## src/rtl/div_serial.sv

```systemverilog
// rtl/div_serial.sv - multicycle signed restoring divider with divide-by-zero exception
module div_serial #(
  parameter int WIDTH = 32,
  parameter int CNT_W = 6
) (
  input  logic             clock,
  input  logic             reset,
  input  logic             ctrl_DIV,
  input  logic [WIDTH-1:0] data_operandA,
  input  logic [WIDTH-1:0] data_operandB,
  output logic [WIDTH-1:0] data_result,
  output logic [WIDTH-1:0] data_remainder,
  output logic             data_resultRDY,
  output logic             data_exception,
  output logic             busy
);

  typedef enum logic [1:0] {
    IDLE = 2'd0,
    RUN  = 2'd1,
    DONE = 2'd2,
    ZERO = 2'd3
  } state_t;

  state_t           state_q;
  state_t           state_d;
  logic [CNT_W-1:0] cnt_q;
  logic [WIDTH-1:0] dvs_q;
  logic [WIDTH-1:0] rem_q;
  logic [WIDTH-1:0] quo_q;
  logic             neg_quo_q;
  logic             neg_rem_q;

  // Operand magnitudes; MIN_INT maps to 2**(WIDTH-1) as an unsigned value.
  logic             a_neg;
  logic             b_neg;
  logic             b_nonzero;
  logic [WIDTH-1:0] a_mag;
  logic [WIDTH-1:0] b_mag;
  assign a_neg     = data_operandA[WIDTH-1];
  assign b_neg     = data_operandB[WIDTH-1];
  assign b_nonzero = |data_operandB;
  assign a_mag     = a_neg ? -data_operandA : data_operandA;
  assign b_mag     = b_neg ? -data_operandB : data_operandB;

  // Starts are only taken in IDLE outside the RDY cycle.
  logic accept;
  assign accept = (state_q == IDLE) && ctrl_DIV && !data_resultRDY;

  logic last_step;
  assign last_step = (cnt_q == CNT_W'(WIDTH - 1));

  // One restoring step: shift {rem,quo} left, trial-subtract the divisor.
  logic [WIDTH:0] shifted;
  logic [WIDTH:0] diff;
  logic           fits;
  assign shifted = {rem_q, quo_q[WIDTH-1]};
  assign diff    = shifted - {1'b0, dvs_q};
  assign fits    = !diff[WIDTH];

  // Busy covers every non-IDLE state plus the RDY cycle itself.
  assign busy = (state_q != IDLE) || data_resultRDY;

  // State register.
  always_ff @(posedge clock) begin
    if (reset) begin
      state_q <= IDLE;
    end else begin
      state_q <= state_d;
    end
  end

  // Next-state logic.
  always_comb begin
    state_d = state_q;
    case (state_q)
      IDLE: if (accept) state_d = b_nonzero ? RUN : ZERO;
      RUN:  if (last_step) state_d = DONE;
      DONE: state_d = IDLE;
      ZERO: state_d = IDLE;
      default: state_d = IDLE;
    endcase
  end

  // Datapath: operand capture, iteration, sign fix-up and output registers.
  always_ff @(posedge clock) begin
    if (reset) begin
      cnt_q          <= '0;
      dvs_q          <= '0;
      rem_q          <= '0;
      quo_q          <= '0;
      neg_quo_q      <= 1'b0;
      neg_rem_q      <= 1'b0;
      data_result    <= '0;
      data_remainder <= '0;
      data_resultRDY <= 1'b0;
      data_exception <= 1'b0;
    end else begin
      data_resultRDY <= 1'b0;
      data_exception <= 1'b0;
      case (state_q)
        IDLE: begin
          if (accept) begin
            dvs_q     <= b_mag;
            quo_q     <= a_mag;
            rem_q     <= '0;
            neg_quo_q <= a_neg ^ b_neg;
            neg_rem_q <= a_neg;
            cnt_q     <= '0;
          end
        end
        RUN: begin
          rem_q <= fits ? diff[WIDTH-1:0] : shifted[WIDTH-1:0];
          quo_q <= {quo_q[WIDTH-2:0], fits};
          cnt_q <= cnt_q + 1'b1;
        end
        DONE: begin
          data_result    <= neg_quo_q ? -quo_q : quo_q;
          data_remainder <= neg_rem_q ? -rem_q : rem_q;
          data_resultRDY <= 1'b1;
        end
        ZERO: begin
          data_result    <= '0;
          data_remainder <= '0;
          data_exception <= 1'b1;
          data_resultRDY <= 1'b1;
        end
        default: begin
        end
      endcase
    end
  end

endmodule

```

## config.mk

```make
export PLATFORM = sky130hd
export DESIGN_NAME = div_serial
export DESIGN_NICKNAME = d
export VERILOG_FILES = /design/src/rtl/div_serial.sv
export SDC_FILE = /design/constraint.sdc
export NUM_CORES = 1
export LEC_CHECK = 0
export CAP_MARGIN = 15
export CORE_AREA = 2 2 164 166
export CTS_CLUSTER_SIZE = 25
export DETAILED_ROUTE_END_ITERATION = 10
export DIE_AREA = 0 0 166 168
export PLACE_DENSITY = 0.7
export SETUP_SLACK_MARGIN = 0.15
export SLEW_MARGIN = 20
export SYNTH_ARGS = -nofsm -noshare
export SYNTH_HDL_FRONTEND = slang
export SYNTH_SLANG_ARGS = --single-unit
```

## constraint.sdc

```tcl
create_clock -name clock -period 4.4 [get_ports clock]
set_clock_uncertainty 0.1 [all_clocks]
set_input_delay 1.32 -clock clock [delete_from_list [all_inputs] [get_ports clock]]
set_output_delay 1.32 -clock clock [all_outputs]
set_load 0.05 [all_outputs]
```

---- Word level (Yosys, flattened, before mapping) ----
Index checks and enable logic that the tools add are counted.
cells by class
  $add $sub $neg .......................... 6
  eq/ne operators ......................... 6
  reduce and logical (&&, ||, !) cells .... 14
  muxes and demuxes ....................... 19
  bitwise logic cells ..................... 1
operators with widths
  operator               number
  $pmux W32 S2           4
  $mux W32               7
  $neg A32 Y32           4
  $sub A33 B32 Y33       1
  $reduce_or A32 Y1      1
  $pmux W6 S2            1
  $add A6 B1 Y6 const B  1
  $eq A6 B5 Y1 const B   1
  $mux W2                3
  $mux W6                1
  $pmux W2 S3            1
  $reduce_and A2 Y1      3
  $reduce_bool A2 Y1     3
  $eq A2 B2 Y1 const B   2
  $ne A2 B2 Y1 const B   2
  $eq A2 B1 Y1 const B   1
  $logic_and A1 B1 Y1    2
  $logic_not A1 Y1       2
  $logic_not A2 Y1       1
  $mux W1                2
  $reduce_or A2 Y1       1
  $logic_or A1 B1 Y1     1
  $xor A1 B1 Y1          1
word-level totals
  output and inout bits ................... 67
  register bits ........................... 172
  input bits .............................. 67
  logic and storage cells ................. 57

---- Longest topological paths before layout ----
  word-level depth ........................ 5
  gate-level depth with buffers ........... 13
  mapped depth without buffers ............ 12

---- Worst setup path after synthesis ----
OpenSTA, ideal clock, no wires.
  kind .................................... input-to-reg
  start point ............................. input data_operandA[8]
  end point ............................... register quo_q[29]
  required time ........................... 4.169 ns
  setup time .............................. 0.131 ns
  stages on the path ...................... 8
  path slack .............................. 0.298 ns
  data arrival time ....................... 3.871 ns
  path buffers ............................ 0
  cell sequence ........................... or4_1 > or3_1 > or4_1 > or3_1 > or3_1 > o31ai_1 > xor2_1 > o22ai_1
between the ends
  cells in the longest elaborated chain, start to end .. 4
RTL lines
  item                  RTL line  text
  from (decl)           9         input logic [WIDTH-1:0] data_operandA,
  $neg A32 Y32          43        assign a_mag = a_neg ? -data_operandA : data_operandA;
  $mux W32              43
  $mux W32              103       if (accept) begin
  $pmux W32 S2          101       case (state_q)
  to (signal assigned)  105       quo_q <= a_mag;
  to (signal assigned)  114       quo_q <= {quo_q[WIDTH-2:0], fits};
  to (decl)             30        logic [WIDTH-1:0] quo_q;
Every way passes these cells. The select of a mux whose other input is x is not followed.
A chain may end at the register's enable or synchronous reset.

---- Worst setup path in the final report ----
  start point ............................. input data_operandA[8]
  end point ............................... register quo_q[27]
The elaborated chain is that of the path after synthesis.

==> results_dict.tcl <==
set metrics [dict create \
    outcome "completed" \
    htree_levels 4 \
    synthesis.nets 1386 \
    synth_seq_area_share_pct 33.28 \
    relSlewSlack_pct 26.59 \
    rr_endpoint "data_remainder[30]$_SDFFE_PP0P_" \
    final-hold-violation-count 0 \
    syn_area_um2 10350 \
    cts_buffers 17 \
    grt_pass1_vias 8790 \
    grt_usage_pct 19.70 \
    cts_tree "yes" \
    dieArea_um2 27890 \
    ys_seq_elements 172 \
    cell_internal_pwr_mw 2.817 \
    routedWlPerCell_um 16.04 \
    root_buffer "clkbuf_16" \
    yosys_warnings 0 \
    wirelength_um 28150 \
    antenna_cells 0 \
    setup_viol_count_final 0 \
    antenna_found_initial 0 \
    row_count 60 \
    crit_slowest_cell "or4_4" \
    die_x_um 166 \
    p_clk_share_pct 40.2 \
    powerDensity_nw_per_um2 307.5 \
    drive_gt1_share_pct 8.345 \
    swShare_pct 28.87 \
    nets 1506 \
    met1Wirelength_um 13970 \
    place_congestion 0.8997 \
    dr.pass1.iters 5 \
    ioPinCount 134 \
    critical_path_class "in -> reg" \
    dpl.cell_count 1722 \
    yosysUniqueCellTypes 59 \
    min_path_type "reg -> reg" \
    fin_crit_sh_pct 95.72 \
    start_util_pct 39.27 \
    ant_nets 0 \
    synth-edff-count 0 \
    syn_area_per_cell_um2 8.078 \
    worst_pin_slew_ps 1098 \
    drt_iter0_drc 810 \
    reg2regPathDepth 9 \
    layout.cells.most_common "dfxtp_1" \
    worstSetupStartpointType "input port" \
    hold_end "data_remainder[28]$_SDFFE_PP0P_" \
    vias 9631 \
    pre_cts_slack_ps -342.1 \
    clk_latency_ps 430 \
    final_cells 1755 \
    drt-vias-per-instance 5.488 \
    p_comb_share_pct 17.4 \
    leakage_nw 4.940 \
    crit_chain "clkdlybuf4s50_1, or4_4, or3_4, or4_4, or3_4, or3_4, o21ai_0, xor2_1, o22ai_1" \
    setup_ws_ps 188.5 \
    drc_errors 0 \
    min_from "data_remainder[28]$_SDFFE_PP0P_" \
    pwr-share-seq_pct 42.4 \
    r2r_slack_ps 600 \
    met3_length_um 1218 \
    clockBufferDepth 2 \
    cp_slowest_stage_delay_ps 550 \
    synth_cells 1281 \
    crit_top_cell "or3_4" \
    worst-path-max-fanout 5 \
    p_switching_mw 1.143 \
    path_buf_inv 1 \
    areaGrowthSynthToFinish_pct 24.46 \
    synth-main-ff-cell "dfxtp_1" \
    grt.overflow.total 0 \
    hold-worst-slack_ps 357.5 \
    mostFrequentLayoutCells "dfxtp_1, nor2_1, clkdlybuf4s50_1" \
    crit_family "simple AND/OR/NAND/NOR gates" \
    min_path_cells 2 \
    slew_viol_final 0 \
    required_ps 4610 \
    ys_async_sr_fraction_pct 0 \
    vdd_drop_max_mv 0.2597 \
    met2_length_um 12500 \
    grt_max_degree 58 \
    r2r-start "rem_q[8]$_SDFFE_PP0P_" \
    die-height_um 168 \
    rsz0062_at_grt "true" \
    cap_viol_max_count 0 \
    dp_hpwl_um 21020 \
    io_buffer_count 133 \
    crit_arrival_ps 4420 \
    period_minus_slack_ps 4212 \
    max_freq_mhz 237.4 \
    cp-end-kind "flop" \
    core_area_um2 26350 \
    cts_sinks 172 \
    grt_pass1_wl_um 45510 \
    clk_pin_slew_worst_paths_ps 70 \
    topRoutingLayerUsed "met4" \
]
## flip-flops by register name, summed over array words and instances (netlist names)
register,count
data_remainder,32
data_result,32
dvs_q,32
quo_q,32
rem_q,32
cnt_q,6
state_q,2
data_exception,1
data_resultRDY,1
neg_quo_q,1
neg_rem_q,1
## how the worst max path moves through the flow
stage | from | to | slack [ps] | depth (start not counted)
6_report | data_operandA[8] | quo_q[27]$_SDFFE_PP0P_ | 190 | 9
5_1_grt | data_operandA[8] | quo_q[27]$_SDFFE_PP0P_ | 80 | 9
4_1_cts | data_operandA[8] | quo_q[25]$_SDFFE_PP0P_ | 160 | 9
3_5_place_dp | data_operandA[8] | quo_q[25]$_SDFFE_PP0P_ | -340 | 9
3_3_place_gp | data_operandA[8] | quo_q[29]$_SDFFE_PP0P_ | -310 | 9
2_1_floorplan | data_operandA[8] | quo_q[29]$_SDFFE_PP0P_ | 300 | 8
## metal layers
metal | vias to the layer above | GRT usage (%)
li1 | 4850 | -
met1 | 4553 | 28.08
met2 | 200 | 30.76
met3 | 28 | 3.126
met4 | 0 | 5.784
met5 | - | 0
## metrics by stage
stage	setup TNS, ps	total power [mW]	area [um^2]	util [%]
5_1_grt	0	4.127	12880	48.87
4_1_cts	0	3.970	12780	48.50
3_3_place_gp	-2958	2.378	12160	46.16
2_1_floorplan	0	2.163	10350	-
3_5_place_dp	-3649	2.389	12160	46.16
6_report	0	3.960	12880	48.87
## timing repair
action,CTS,global route
endpoints found under the setup margin,3,14
pin swaps,0,1
resized for setup,1,16
setup buffers,0,0
hold endpoints to repair,0,0
hold buffers,0,0
## cell type report
class                           instances  area (um^2)
Clock buffer                           17        425.4
Clock inverter                         15        187.7
Fill cell                            2533        13470
Inverter                               47        176.4
Multi-Input combinational cell        989         6550
Sequential cell                       172         3443
Tap cell                              341        426.7
Timing Repair Buffer                  174         1669
## worst min-delay path: cells and delay by family (launching register included)
family	cells	cell delay, ps
flops	1	310
compound gates	1	50
simple gates	1	50
## power groups by stage
stage          clock (mW)  combinational, mW  sequential (mW)
2_1_floorplan           0              0.479             1.68
6_report             1.59              0.689             1.68
3_5_place_dp            0              0.676             1.71
5_1_grt              1.68              0.763             1.69
3_3_place_gp            0              0.669             1.71
4_1_cts              1.61              0.680             1.68
## cell families after synthesis
| family | count (synthesis) | synth area share, % |
|---|---|---|
| muxes | 31 | 3.011 |
| buffers and inverters | 120 | 4.498 |
| AOI/OAI and AO/OA | 379 | 24.35 |
| adders and majority gates | 38 | 4.667 |
| and+or+nand+nor | 392 | 17.58 |
| DFF | 172 | 33.28 |
| xor gates and xnor gates | 149 | 12.61 |
## synthesized netlist by cell type (20+ instances only)
master,n,area share (%)
a22oi_1,73,5.3
dfxtp_1,172,33
o21ai_0,81,3.9
xor2_1,61,5.2
or3_1,20,1.2
a21oi_1,66,3.2
nand2_1,131,4.8
ha_1,37,4.5
inv_1,46,1.7
xnor2_1,88,7.4
mux2i_1,30,2.9
clkbuf_1,66,2.4
a211oi_1,32,2.3
o31ai_1,35,2.5
nor2_1,137,5.0
o41ai_1,21,1.8
Note: power is estimated with default switching activity, not from simulation.
